File: config.mk
export PLATFORM = sky130hd
export DESIGN_NAME = csa_resolver
export DESIGN_NICKNAME = d
export VERILOG_FILES = /design/src/rtl/csa_resolver.sv
export SDC_FILE = /design/constraint.sdc
export NUM_CORES = 1
export LEC_CHECK = 0
export BUFFER_PORTS_ARGS = -buffer_cell sky130_fd_sc_hd__clkbuf_2
export CORE_MARGIN = 2
export CORE_UTILIZATION = 41
export DETAILED_ROUTE_END_ITERATION = 6
export PLACE_DENSITY_LB_ADDON = 0.15
export SYNTH_ARGS = -nofsm -noshare
export SYNTH_HDL_FRONTEND = slang
export SYNTH_SLANG_ARGS = --single-unit
File: constraint.sdc
create_clock -name clk -period 1.66 [get_ports clk]
set_input_delay 0.332 -clock clk [delete_from_list [all_inputs] [get_ports clk]]
set_output_delay 0.332 -clock clk [all_outputs]
set_load 0.005 [all_outputs]
File: src/rtl/csa_resolver.sv
// Two-stage carry-save to binary resolver: res = ps + (pc << 1).
// Each stage resolves one 4-bit carry-lookahead group behind a valid/ready handshake.
module csa_resolver (
   input  logic       clk,
   input  logic       rst_n,
   input  logic       in_valid,
   output logic       in_ready,
   input  logic [7:0] ps,
   input  logic [7:0] pc,
   output logic       out_valid,
   input  logic       out_ready,
   output logic [9:0] res,
   output logic [7:0] res_cnt
);

   // 4-bit lookahead group; returns {carry_out, sum}
   function automatic logic [4:0] cla4(input logic [3:0] a, input logic [3:0] b,
                                       input logic cin);
      logic [3:0] g;
      logic [3:0] p;
      logic [4:0] c;
      g    = a & b;
      p    = a ^ b;
      c[0] = cin;
      c[1] = g[0] | (p[0] & cin);
      c[2] = g[1] | (p[1] & g[0]) | (p[1] & p[0] & cin);
      c[3] = g[2] | (p[2] & g[1]) | (p[2] & p[1] & g[0]) | (p[2] & p[1] & p[0] & cin);
      c[4] = g[3] | (p[3] & g[2]) | (p[3] & p[2] & g[1]) | (p[3] & p[2] & p[1] & g[0])
           | (p[3] & p[2] & p[1] & p[0] & cin);
      return {c[4], p ^ c[3:0]};
   endfunction

   logic       s1_valid;
   logic [4:0] s1_lo;
   logic       s1_c4;
   logic [2:0] s1_ps_hi;
   logic [3:0] s1_pc_hi;

   logic       s2_adv;
   logic       s1_adv;
   logic [4:0] lo_sum;
   logic [4:0] hi_sum;

   always_comb begin
      s2_adv   = !out_valid || out_ready;
      s1_adv   = !s1_valid || s2_adv;
      in_ready = s1_adv;
      lo_sum   = cla4(ps[4:1], pc[3:0], 1'b0);
      // ps[8] does not exist, so the upper group's a[3] is tied low
      hi_sum   = cla4({1'b0, s1_ps_hi}, s1_pc_hi, s1_c4);
   end

   always_ff @(posedge clk or negedge rst_n) begin
      if (!rst_n) begin
         s1_valid  <= 1'b0;
         s1_lo     <= '0;
         s1_c4     <= 1'b0;
         s1_ps_hi  <= '0;
         s1_pc_hi  <= '0;
         out_valid <= 1'b0;
         res       <= '0;
         res_cnt   <= '0;
      end else begin
         if (s1_adv) begin
            s1_valid <= in_valid;
            if (in_valid) begin
               s1_lo    <= {lo_sum[3:0], ps[0]};
               s1_c4    <= lo_sum[4];
               s1_ps_hi <= ps[7:5];
               s1_pc_hi <= pc[7:4];
            end
         end
         if (s2_adv) begin
            out_valid <= s1_valid;
            if (s1_valid) begin
               res <= {hi_sum, s1_lo};
            end
         end
         if (out_valid && out_ready) begin
            res_cnt <= res_cnt + 8'd1;
         end
      end
   end

endmodule

Yosys cells after proc, flatten, opt, wreduce, memory -nomap -nowiden
Index checks and enable logic that the tools add are counted.
{"block": "word_totals", "reg_bits": 33, "in_bits": 20, "output_inout_bits": 20, "word_cells": 63}
{"block": "classes", "addsub": 1, "n_bitwise": 47, "n_reduce_logical": 7}
{"operator": "$and A1 B1 Y1", "count": 25}
{"operator": "$or A1 B1 Y1", "count": 16}
{"operator": "$xor A4 B4 Y4", "count": 3}
{"operator": "$add A8 B1 Y8 const B", "count": 1}
{"operator": "$and A3 B4 Y4", "count": 1}
{"operator": "$and A4 B4 Y4", "count": 1}
{"operator": "$reduce_and A2 Y1", "count": 2}
{"operator": "$xor A3 B4 Y4", "count": 1}
{"operator": "$logic_not A1 Y1", "count": 2}
{"operator": "$logic_or A1 B1 Y1", "count": 2}
{"operator": "$logic_and A1 B1 Y1", "count": 1}

Logic depth before layout (Yosys ltp)
Gate-level depths: netlist of run 1.
{"block": "depth", "ltp_word": 6, "mapped_depth": 5, "ltp_nobuf": 5}

Worst setup path after synthesis of run 1
No wires, ideal clock.
{"block": "synth_timing", "kind": "input to register", "from": "input port out_ready", "to": "register s1_ps_hi[0]", "setup_time_ns": 0.127, "t_arrival_ns": 1.172, "t_required_ns": 1.533, "path_slack_ns": 0.361, "path_stages": 4, "cell_sequence": "nand3b_2 > nand2_2 > buf_6 > mux2_1"}
{"block": "synth_between", "elab_chain_cells": 3}
{"item": "start, declared", "line_no": "11", "source": "input logic out_ready,"}
{"item": "$logic_or A1 B1 Y1", "line_no": "45", "source": "s2_adv = !out_valid || out_ready;"}
{"item": "$logic_or A1 B1 Y1", "line_no": "46", "source": "s1_adv = !s1_valid || s2_adv;"}
{"item": "$reduce_and A2 Y1 (no source line)"}
{"item": "end signal, assigned", "line_no": "69", "source": "s1_ps_hi <= ps[7:5];"}
{"item": "end, declared", "line_no": "36", "source": "logic [2:0] s1_ps_hi;"}
Every way passes these cells.
A chain may end at the register's enable or synchronous reset.

Final worst setup path of run 1
{"block": "layout_timing", "from": "register s1_ps_hi[0]", "to": "register res[8]"}
{"block": "layout_between", "elab_chain_cells": 5, "elab_cells_between_ends": 8, "classes_between": "bitwise (8)"}
{"item": "$and A3 B4 Y4 or $xor A3 B4 Y4 (tied branches)", "line_no": "22, 23"}
{"item": "$and A1 B1 Y1", "line_no": "27", "source": "c[3] = g[2] | (p[2] & g[1]) | (p[2] & p[1] & g[0]) | (p[2] & p[1] & p[0] & cin);"}
{"item": "$or A1 B1 Y1 or $and A1 B1 Y1 (tied branches)", "line_no": "27"}
{"item": "$or A1 B1 Y1 *", "line_no": "27"}
{"item": "$xor A4 B4 Y4 *", "line_no": "30", "source": "return {c[4], p ^ c[3:0]};"}
{"item": "end signal, assigned", "line_no": "76", "source": "res <= {hi_sum, s1_lo};"}
{"item": "end, declared", "line_no": "12", "source": "output logic [9:0] res,"}
Every way passes the cells marked *; elsewhere a longest branch is shown, timed or not.

==> results.sh, run 1 <==
export IMPL_cp_arrival_ns=1.51
export IMPL_synth_seq_cells=33
export IMPL_cap_violations=0
export IMPL_seq_area_frac_synth_pct=54.9
export IMPL_clk_pin_slew_worst_paths_ns=0.07
export IMPL_clkSinkCount=33
export IMPL_routed_wl_mm=2.49
export IMPL_ctsHoldBuffers=0
export IMPL_yosys_top_cells_area="dfrtp_1 (55%), mux2_2 (9.7%), ha_1 (6.7%)"
export IMPL_clock_skew_ns=0.00811
export IMPL_fin_crit_sh_pct=80.9
export IMPL_power_leakage_uw=0.000920
export IMPL_drtIter0Drc=27
export IMPL_syn_area_per_cell_um2=12.2
export IMPL_grt_usage_pct=13.9
export IMPL_first_pass_iters=4
export IMPL_cts_root_buf="clkbuf_8"
export IMPL_setup_viol_count_final=0
export IMPL_grt_max_degree=34
export IMPL_synth_edf_count=0
export IMPL_cp_max_fo=3
export IMPL_ys_async_sr_fraction_pct=100
export IMPL_hold_class="in2async"
export IMPL_grt_pass1_wl_mm=4.22
export IMPL_yosysWarnings=0
export IMPL_synth_cells=123
export IMPL_ant_nets=0
export IMPL_rows=22
export IMPL_wl_per_cell_um=11.4
export IMPL_synth_common_cells="dfrtp_1 (33), nand2_1 (14), mux2_2 (13)"
export IMPL_post_dp_hpwl_mm=1.96
export IMPL_cp_required_ns=1.83
export IMPL_cts_max_path_buffers=2
export IMPL_synth_net_count=153
export IMPL_dpl_instance_area_mm2=0.00176
export IMPL_powerDensity_mw_per_mm2=1300
export IMPL_run_status="complete, no violations"
export IMPL_yosysUniqueCellTypes=23
export IMPL_cts_buffers=5
export IMPL_start_util_pct=41.7
export IMPL_grt_pass1_vias=973
export IMPL_synth_most_common_cell="dfrtp_1"
export IMPL_hold_violations=0
export IMPL_die_w_um=64.6
export IMPL_cts_resized=0
export IMPL_fin_ws_ns=0.317
export IMPL_ys_flop_type="dfrtp_1"
export IMPL_fmax_mhz=745
export IMPL_dpl_cell_count=210
export IMPL_dp_slack_ns=0.221
export IMPL_critPathLaunchType="flip-flop"
export IMPL_viasPerCell=4.61
export IMPL_die_area_mm2=0.00417
export IMPL_h_tree_depth=2
export IMPL_r2r_setup_slack_ns=0.32
export IMPL_io_buffers=39
export IMPL_area_growth_pct=22.5
export IMPL_end_kind="flip-flop"
export IMPL_ir_drop_mv=0.677
export IMPL_syn_area_mm2=0.00151
export IMPL_num_vias=1004
export IMPL_die_h_um=64.6
export IMPL_yosysTopAreaCellShare_pct=54.9
export IMPL_max_slew_margin_pct=72.3
export IMPL_cts_setup_buffers=0
export IMPL_io_pins=40
export IMPL_antennaDiodeCount=0
export IMPL_worst_pin_slew_ns=0.416
export IMPL_setup_tns_ns=0
export IMPL_routabilityCongestion=0.704
export IMPL_drcViolationCount=0
export IMPL_cts_tree="built"
export IMPL_clock_latency_ns=0.29
export IMPL_antenna_found_initial=0
export IMPL_yosysTopAreaCell="dfrtp_1"
export IMPL_worstSetupPathType="reg2reg"
export IMPL_layout_drive_gt1_share_pct=37.6
export IMPL_coreArea_mm2=0.00361
export IMPL_min_period_ns=1.34
export IMPL_final_cell_area_mm2=0.00184
export IMPL_slew_violations=0
export IMPL_layout_cells_non_filler=218
export IMPL_layout_nets=199
export IMPL_overflow=0
export IMPL_rsz0062_at_grt="no"
export IMPL_finalPower_uw=2390
final timing paths:
path | from | end | depth (start not counted)
max | s1_ps_hi[0] | res[8] | 5
min | rst_n | res_cnt[3] | 2
max reg2reg | s1_ps_hi[0] | res[8] | 5
min reg2reg | res_cnt[7] | res_cnt[7] | 1
max in group asynchronous | rst_n | out_valid | 2
min in group clk | ps[6] | s1_ps_hi[1] | 2
power by group:
group	leakage, uW	total (uW)	internal, uW	switching [uW]
clock network	0.0000450	565	290	275
logic	0.000477	636	354	282
registers	0.000398	1190	1020	167
total	0.000920	2390	1670	723
metal layers:
layer	vias up	global-route usage [%]	wire (um)
met5	-	0	0
met4	0	9.57	59
met3	6	4.69	182
met2	29	22.7	1240
met1	469	15.3	1010
li1	500	-	-
cell usage in the layout, fill, tap and decap left out, types with 3 or more instances in the layout:
cell type	n
a21oi_1	3
buf_4	3
clkbuf_2	39
clkbuf_8	5
dfrtp_1	33
ha_1	8
inv_1	7
mux2_2	13
nand2_1	14
nand2b_1	3
nand4_1	3
nor2_1	4
o21ai_0	7
xnor2_1	7
xor2_1	5
state kept, by name (all words and copies together) (netlist names):
name,cells
s1_c4,1
s1_valid,1
res_cnt,8
s1_ps_hi,3
out_valid,1
s1_lo,5
res,10
s1_pc_hi,4
final cells by class:
| class | count | area (um2) |
|---|---|---|
| multi-input combinational | 80 | 632 |
| timing repair buffer | 42 | 218 |
| clock buffer | 6 | 72.6 |
| clock inverter | 2 | 10.0 |
| inverter | 7 | 26.3 |
| tap | 48 | 60.1 |
| sequential | 33 | 826 |
| fill | 343 | 1760 |
logic make-up (layout without fill, tap and decap cells):
kind of cell	count (synthesis)	in the layout	synth area share, %
buf+inv	10	57	3.16
fa+ha+maj	10	10	9.31
xor+xnor	12	12	6.98
mux	15	15	11.2
compound gates	15	15	5.49
flops	33	33	54.9
simple gates	28	28	8.98
worst max-delay path: stages (launching register included):
cell and delay (ns):
dfrtp_1 0.39, ha_1 0.30, a21oi_1 0.20, o21ai_1 0.13, xnor2_1 0.14, o21ai_1 0.07
stage by stage:
step | hold WS (ns) | util, %
4_1_cts | 0.0723 | 51.1
5_1_grt | 0.0867 | 51.1
3_3_place_gp | 0.374 | 48.9
6_report | 0.0626 | 51.1
3_5_place_dp | 0.378 | 48.9
2_1_floorplan | 0.0364 | -
Power figures use the tool's default switching activity.
==> inputs of run 2 (changes only) <==
clock period = 1.23 ns   (was 1.66 ns; I/O delays follow)
==> results.sh, run 2 (same netlist as run 1, synthesis figures left out) <==
export IMPL_run_status="finished with violations"
export IMPL_violations="setup timing"
export IMPL_ant_nets=0
export IMPL_fmax_mhz=762
export IMPL_cp_arrival_ns=1.47
export IMPL_start_util_pct=41.7
export IMPL_clock_latency_ns=0.27
export IMPL_cts_root_buf="clkbuf_8"
export IMPL_grt_use_met3_pct=4.69
export IMPL_top_register="res"
export IMPL_die_area_mm2=0.00417
export IMPL_timing_rr_start="s1_ps_hi[0]"
export IMPL_routed_wl_mm=2.67
export IMPL_io_pins=40
export IMPL_cap_violations=0
export IMPL_wl_per_cell_um=11.8
export IMPL_routabilityCongestion=0.666
export IMPL_top_usage_layer="met2"
export IMPL_worstSetupPathType="reg2reg"
export IMPL_critPathLaunchType="flip-flop"
export IMPL_layout_common_cells="clkbuf_2 (38), dfrtp_1 (32), mux2_2 (13), nand2_1 (13), buf_4 (10)"
export IMPL_die_w_um=64.6
export IMPL_die_h_um=64.6
export IMPL_grt_pass1_wl_mm=4.27
export IMPL_hold_slack_ns=0.181
export IMPL_end_kind="flip-flop"
export IMPL_fin_crit_sh_pct=107
export IMPL_clkSinkCount=33
export IMPL_num_fill_cells=340
export IMPL_cp_required_ns=1.38
export IMPL_reg2regPathDepth=5
export IMPL_hold_violations=0
export IMPL_cp_max_fo=3
export IMPL_fin_ws_ns=-0.0820
export IMPL_grt_pass1_vias=1017
export IMPL_cts_buffers=5
export IMPL_cts_max_path_buffers=2
export IMPL_final_cell_area_mm2=0.00197
export IMPL_io_buffers=39
export IMPL_grt_max_degree=34
export IMPL_multi_input_area_um2=678
export IMPL_grt_usage_pct=13.7
export IMPL_layout_drive_gt1_share_pct=44.1
export IMPL_drcViolationCount=0
export IMPL_hold_class="in2reg"
export IMPL_final_util_pct=54.7
export IMPL_overflow=0
export IMPL_rows=22
export IMPL_finalPower_uw=3340
export IMPL_reg_top3="res x10, res_cnt x8, s1_lo x5"
export IMPL_viasPerCell=4.74
export IMPL_power_leakage_uw=0.000975
export IMPL_cts_tree="built"
export IMPL_area_growth_pct=31.0
export IMPL_min_delay_start="ps[6]"
export IMPL_reg2reg_to="res[7]"
export IMPL_antennaDiodeCount=0
export IMPL_powerDensity_mw_per_mm2=1700
export IMPL_num_vias=1076
export IMPL_clk_pin_slew_worst_paths_ns=0.06
export IMPL_grt_util_met2_pct=23.8
export IMPL_antenna_found_initial=0
export IMPL_setup_viol_count_final=4
export IMPL_post_dp_hpwl_mm=2.00
export IMPL_dpl_instance_area_mm2=0.00182
export IMPL_largest_reg_flops=10
export IMPL_grt_use_met1_pct=15.0
export IMPL_r2r_setup_slack_ns=-0.08
export IMPL_ir_drop_mv=0.762
export IMPL_worst_pin_slew_ns=0.406
export IMPL_coreArea_mm2=0.00361
export IMPL_min_delay_path_depth=2
export IMPL_dp_slack_ns=-0.156
export IMPL_drtIter0Drc=39
export IMPL_slew_violations=0
export IMPL_min_period_ns=1.31
export IMPL_layout_nets=208
export IMPL_rsz0062_at_grt="yes"
export IMPL_h_tree_depth=2
export IMPL_first_pass_iters=2
export IMPL_clock_skew_ns=0.00611
export IMPL_regArea_um2=827
export IMPL_whs_endpoint="s1_ps_hi[1]"
export IMPL_layout_commonest_cell="clkbuf_2"
export IMPL_max_slew_margin_pct=73.0
## run 2: cell count changes in the layout (fill, tap and decap cells not counted), moves of 2 or more
| cell | previous run | this run |
|---|---|---|
| buf_6 | 0 | 2 |
| o21ai_0 | 7 | 5 |
| o21ai_1 | 2 | 4 |
| buf_4 | 3 | 10 |
## run 2: worst max-delay path by stage
stage          depth (start not counted)  slack [ns]      to   startpoint
2_1_floorplan                          5     -0.0002  res[8]  s1_ps_hi[0]
3_3_place_gp                           6       -0.11   s1_c4        ps[2]
3_5_place_dp                           6       -0.16   s1_c4        ps[2]
4_1_cts                                5       -0.09  res[8]  s1_ps_hi[0]
5_1_grt                                5       -0.17  res[7]  s1_ps_hi[0]
6_report                               5       -0.08  res[7]  s1_ps_hi[0]
## run 2: report_power, final
| part | switching [uW] | internal (uW) |
|---|---|---|
| registers | 246 | 1380 |
| logic | 414 | 556 |
| clock network | 356 | 391 |
## run 2: critical path: stages, from the launching register on
cell      delay [ns]
dfrtp_1         0.39
ha_1            0.31
a21oi_2         0.16
o21bai_1        0.09
xnor2_1         0.16
o21ai_1         0.08
## run 2: per-layer routing
metal	vias up	routed length (um)
met5	-	0
met4	0	36
li1	522	-
met1	521	1090
met3	5	129
met2	28	1420
## run 2: repair_timing
action	4_1_cts	5_1_grt
endpoints found under the hold margin	10	0
endpoints found under the setup margin	5	22
buffers inserted	1	2
hold buffers	1	0
pin swaps	1	4
resized for setup	5	7
## run 2: cell type report
cell class | count | share of cell area (%)
tap | 48 | 3.05
sequential | 33 | 41.9
inverter | 7 | 1.33
timing repair buffer | 51 | 15.1
multi-input combinational | 80 | 34.4
clock buffer | 6 | 3.68
clock inverter | 2 | 0.508
## run 2: per-stage QoR
stage           TNS (ns)  std cells
3_3_place_gp      -0.387        216
2_1_floorplan  -0.000247        123
5_1_grt           -0.489        227
4_1_cts           -0.202        225
6_report          -0.171        227
3_5_place_dp      -0.774        216
==> inputs of run 3 (changes only) <==
CORE_UTILIZATION = 42   (was 41)
==> results.sh, run 3 (same netlist as run 1, synthesis figures left out) <==
export IMPL_run_status="finished with violations"
export IMPL_violations="setup timing"
export IMPL_grt_max_degree=21
export IMPL_viasPerCell=4.71
export IMPL_timing_rr_start="s1_ps_hi[0]"
export IMPL_start_util_pct=44.4
export IMPL_reg_top3="res x10, res_cnt x8, s1_lo x5"
export IMPL_min_delay_start="ps[5]"
export IMPL_reg2reg_to="res[7]"
export IMPL_min_delay_path_depth=2
export IMPL_num_vias=1089
export IMPL_wl_met3_um=140
export IMPL_clkSinkCount=33
export IMPL_cap_violations=0
export IMPL_cp_cell_sequence="nand3b_4 -> buf_6 -> buf_6"
export IMPL_wl_met1_mm=1.23
export IMPL_rsz0062_at_grt="yes"
export IMPL_post_dp_hpwl_mm=2.09
export IMPL_critPathTopFamily="flip-flops"
export IMPL_wl_per_cell_um=12.7
export IMPL_antennaDiodeCount=0
export IMPL_crit_path_frequent_cell="buf_6"
export IMPL_path_buf_inv=2
export IMPL_final_cell_area_mm2=0.00208
export IMPL_ant_nets=0
export IMPL_routabilityCongestion=0.716
export IMPL_grt_pass1_vias=1143
export IMPL_die_area_mm2=0.00408
export IMPL_routed_wl_mm=2.93
export IMPL_io_pins=40
export IMPL_setup_viol_count_final=6
export IMPL_top_register="res"
export IMPL_h_tree_depth=2
export IMPL_grt_pass1_wl_mm=4.75
export IMPL_cts_root_buf="clkbuf_4"
export IMPL_whs_endpoint="s1_ps_hi[0]"
export IMPL_area_growth_pct=38.3
export IMPL_ir_drop_mv=0.570
export IMPL_reg2regPathDepth=5
export IMPL_max_stage_delay_ns=0.42
export IMPL_worstSetupPathType="reg2out"
export IMPL_cp_arrival_ns=1.08
export IMPL_power_leakage_uw=0.00103
export IMPL_slew_violations=0
export IMPL_fmax_mhz=757
export IMPL_cp_required_ns=0.98
export IMPL_cts_max_path_buffers=2
export IMPL_setup_tns_ns=-0.240
export IMPL_cts_buffers=5
export IMPL_hold_slack_ns=0.138
export IMPL_critPathLaunchType="flip-flop"
export IMPL_die_w_um=63.9
export IMPL_cts_tree="built"
export IMPL_max_slew_margin_pct=74.8
export IMPL_wl_met2_mm=1.52
export IMPL_worst_pin_slew_ns=0.378
export IMPL_layout_common_cells="clkbuf_2 (38), dfrtp_1 (31), nand2_1 (13), buf_4 (11), mux2_2 (10)"
export IMPL_clock_latency_ns=0.33
export IMPL_overflow=0
export IMPL_hold_class="in2reg"
export IMPL_layout_commonest_cell="clkbuf_2"
export IMPL_end_kind="output port"
export IMPL_antenna_found_initial=0
export IMPL_top_layer="met4"
export IMPL_die_h_um=63.9
export IMPL_drcViolationCount=0
export IMPL_fin_crit_sh_pct=107
export IMPL_drtIter0Drc=38
export IMPL_powerDensity_mw_per_mm2=1580
export IMPL_largest_reg_flops=10
export IMPL_first_pass_iters=4
export IMPL_fin_ws_ns=-0.0917
export IMPL_dpl_instance_area_mm2=0.00183
export IMPL_grt_usage_pct=15.3
export IMPL_layout_nets=214
export IMPL_min_period_ns=1.32
export IMPL_layout_drive_gt1_share_pct=50.3
export IMPL_coreArea_mm2=0.00339
export IMPL_num_fill_cells=281
export IMPL_hold_violations=0
export IMPL_rows=21
export IMPL_cp_max_fo=2
export IMPL_io_buffers=39
export IMPL_r2r_setup_slack_ns=-0.06
export IMPL_clk_pin_slew_worst_paths_ns=0.10
export IMPL_cp_slowest_cell="dfrtp_1"
export IMPL_clock_skew_ns=0.0137
==> run 3: worst register-to-register path: cells and delay by family (launching register included) <==
kind | cells | cell delay, ns
DFF | 1 | 0.41
xor gates and xnor gates | 1 | 0.14
AOI/OAI and AO/OA | 3 | 0.35
adders and majority gates | 1 | 0.31
==> run 3: final cells by class <==
class                   count  area [um2]  area share [%]
well taps                  46        57.6            2.76
flip-flops and latches     33         828            39.8
repair buffers             56         359            17.2
clock inverters             3        17.5           0.841
clock buffers               5        37.5            1.80
multi-input cells          81         756            36.3
inverters                   7        26.3            1.26
==> run 3: repair_timing <==
action                                  4_1_cts  5_1_grt
gates cloned                                  0        1
hold buffers                                  1        0
endpoints found under the setup margin       15       29
setup buffers                                 3        3
pin swaps                                     7        5
hold endpoints to repair                     13        0
resized for setup                            10       17
==> run 3: stage by stage <==
stage | instances | util [%] | power, uW | setup WS (ns)
after floorplan | 123 | - | 2110 | -0.000247
after global placement | 215 | 54.1 | 2520 | -0.109
after detailed placement | 215 | 54.1 | 2580 | -0.146
after CTS | 227 | 57.8 | 3220 | -0.128
after global routing | 231 | 61.4 | 3530 | -0.142
final | 231 | 61.4 | 3280 | -0.0917
==> run 3: report_power, final <==
part	internal [uW]	switching, uW	total (uW)	leakage (uW)
Combinational	620	445	1060	0.000600
Clock	215	365	580	0.0000310
Sequential	1380	256	1640	0.000396
Total	2210	1070	3280	0.00103
==> run 3: layer usage <==
| metal | vias to the layer above | global-route usage [%] |
|---|---|---|
| li1 | 534 | - |
| met1 | 524 | 16.4 |
| met5 | - | 0 |
| met4 | 0 | 7.34 |
| met3 | 3 | 3.87 |
| met2 | 28 | 27.9 |
==> run 3: how the worst max path moves through the flow <==
stage / from / to / cells after the start
floorplan: s1_ps_hi[0] / res[8] / 5
global placement: ps[2] / s1_c4 / 6
detailed placement: ps[2] / s1_c4 / 6
CTS: out_valid / in_ready / 3
global route: out_valid / in_ready / 3
finish: s1_valid / in_ready / 3
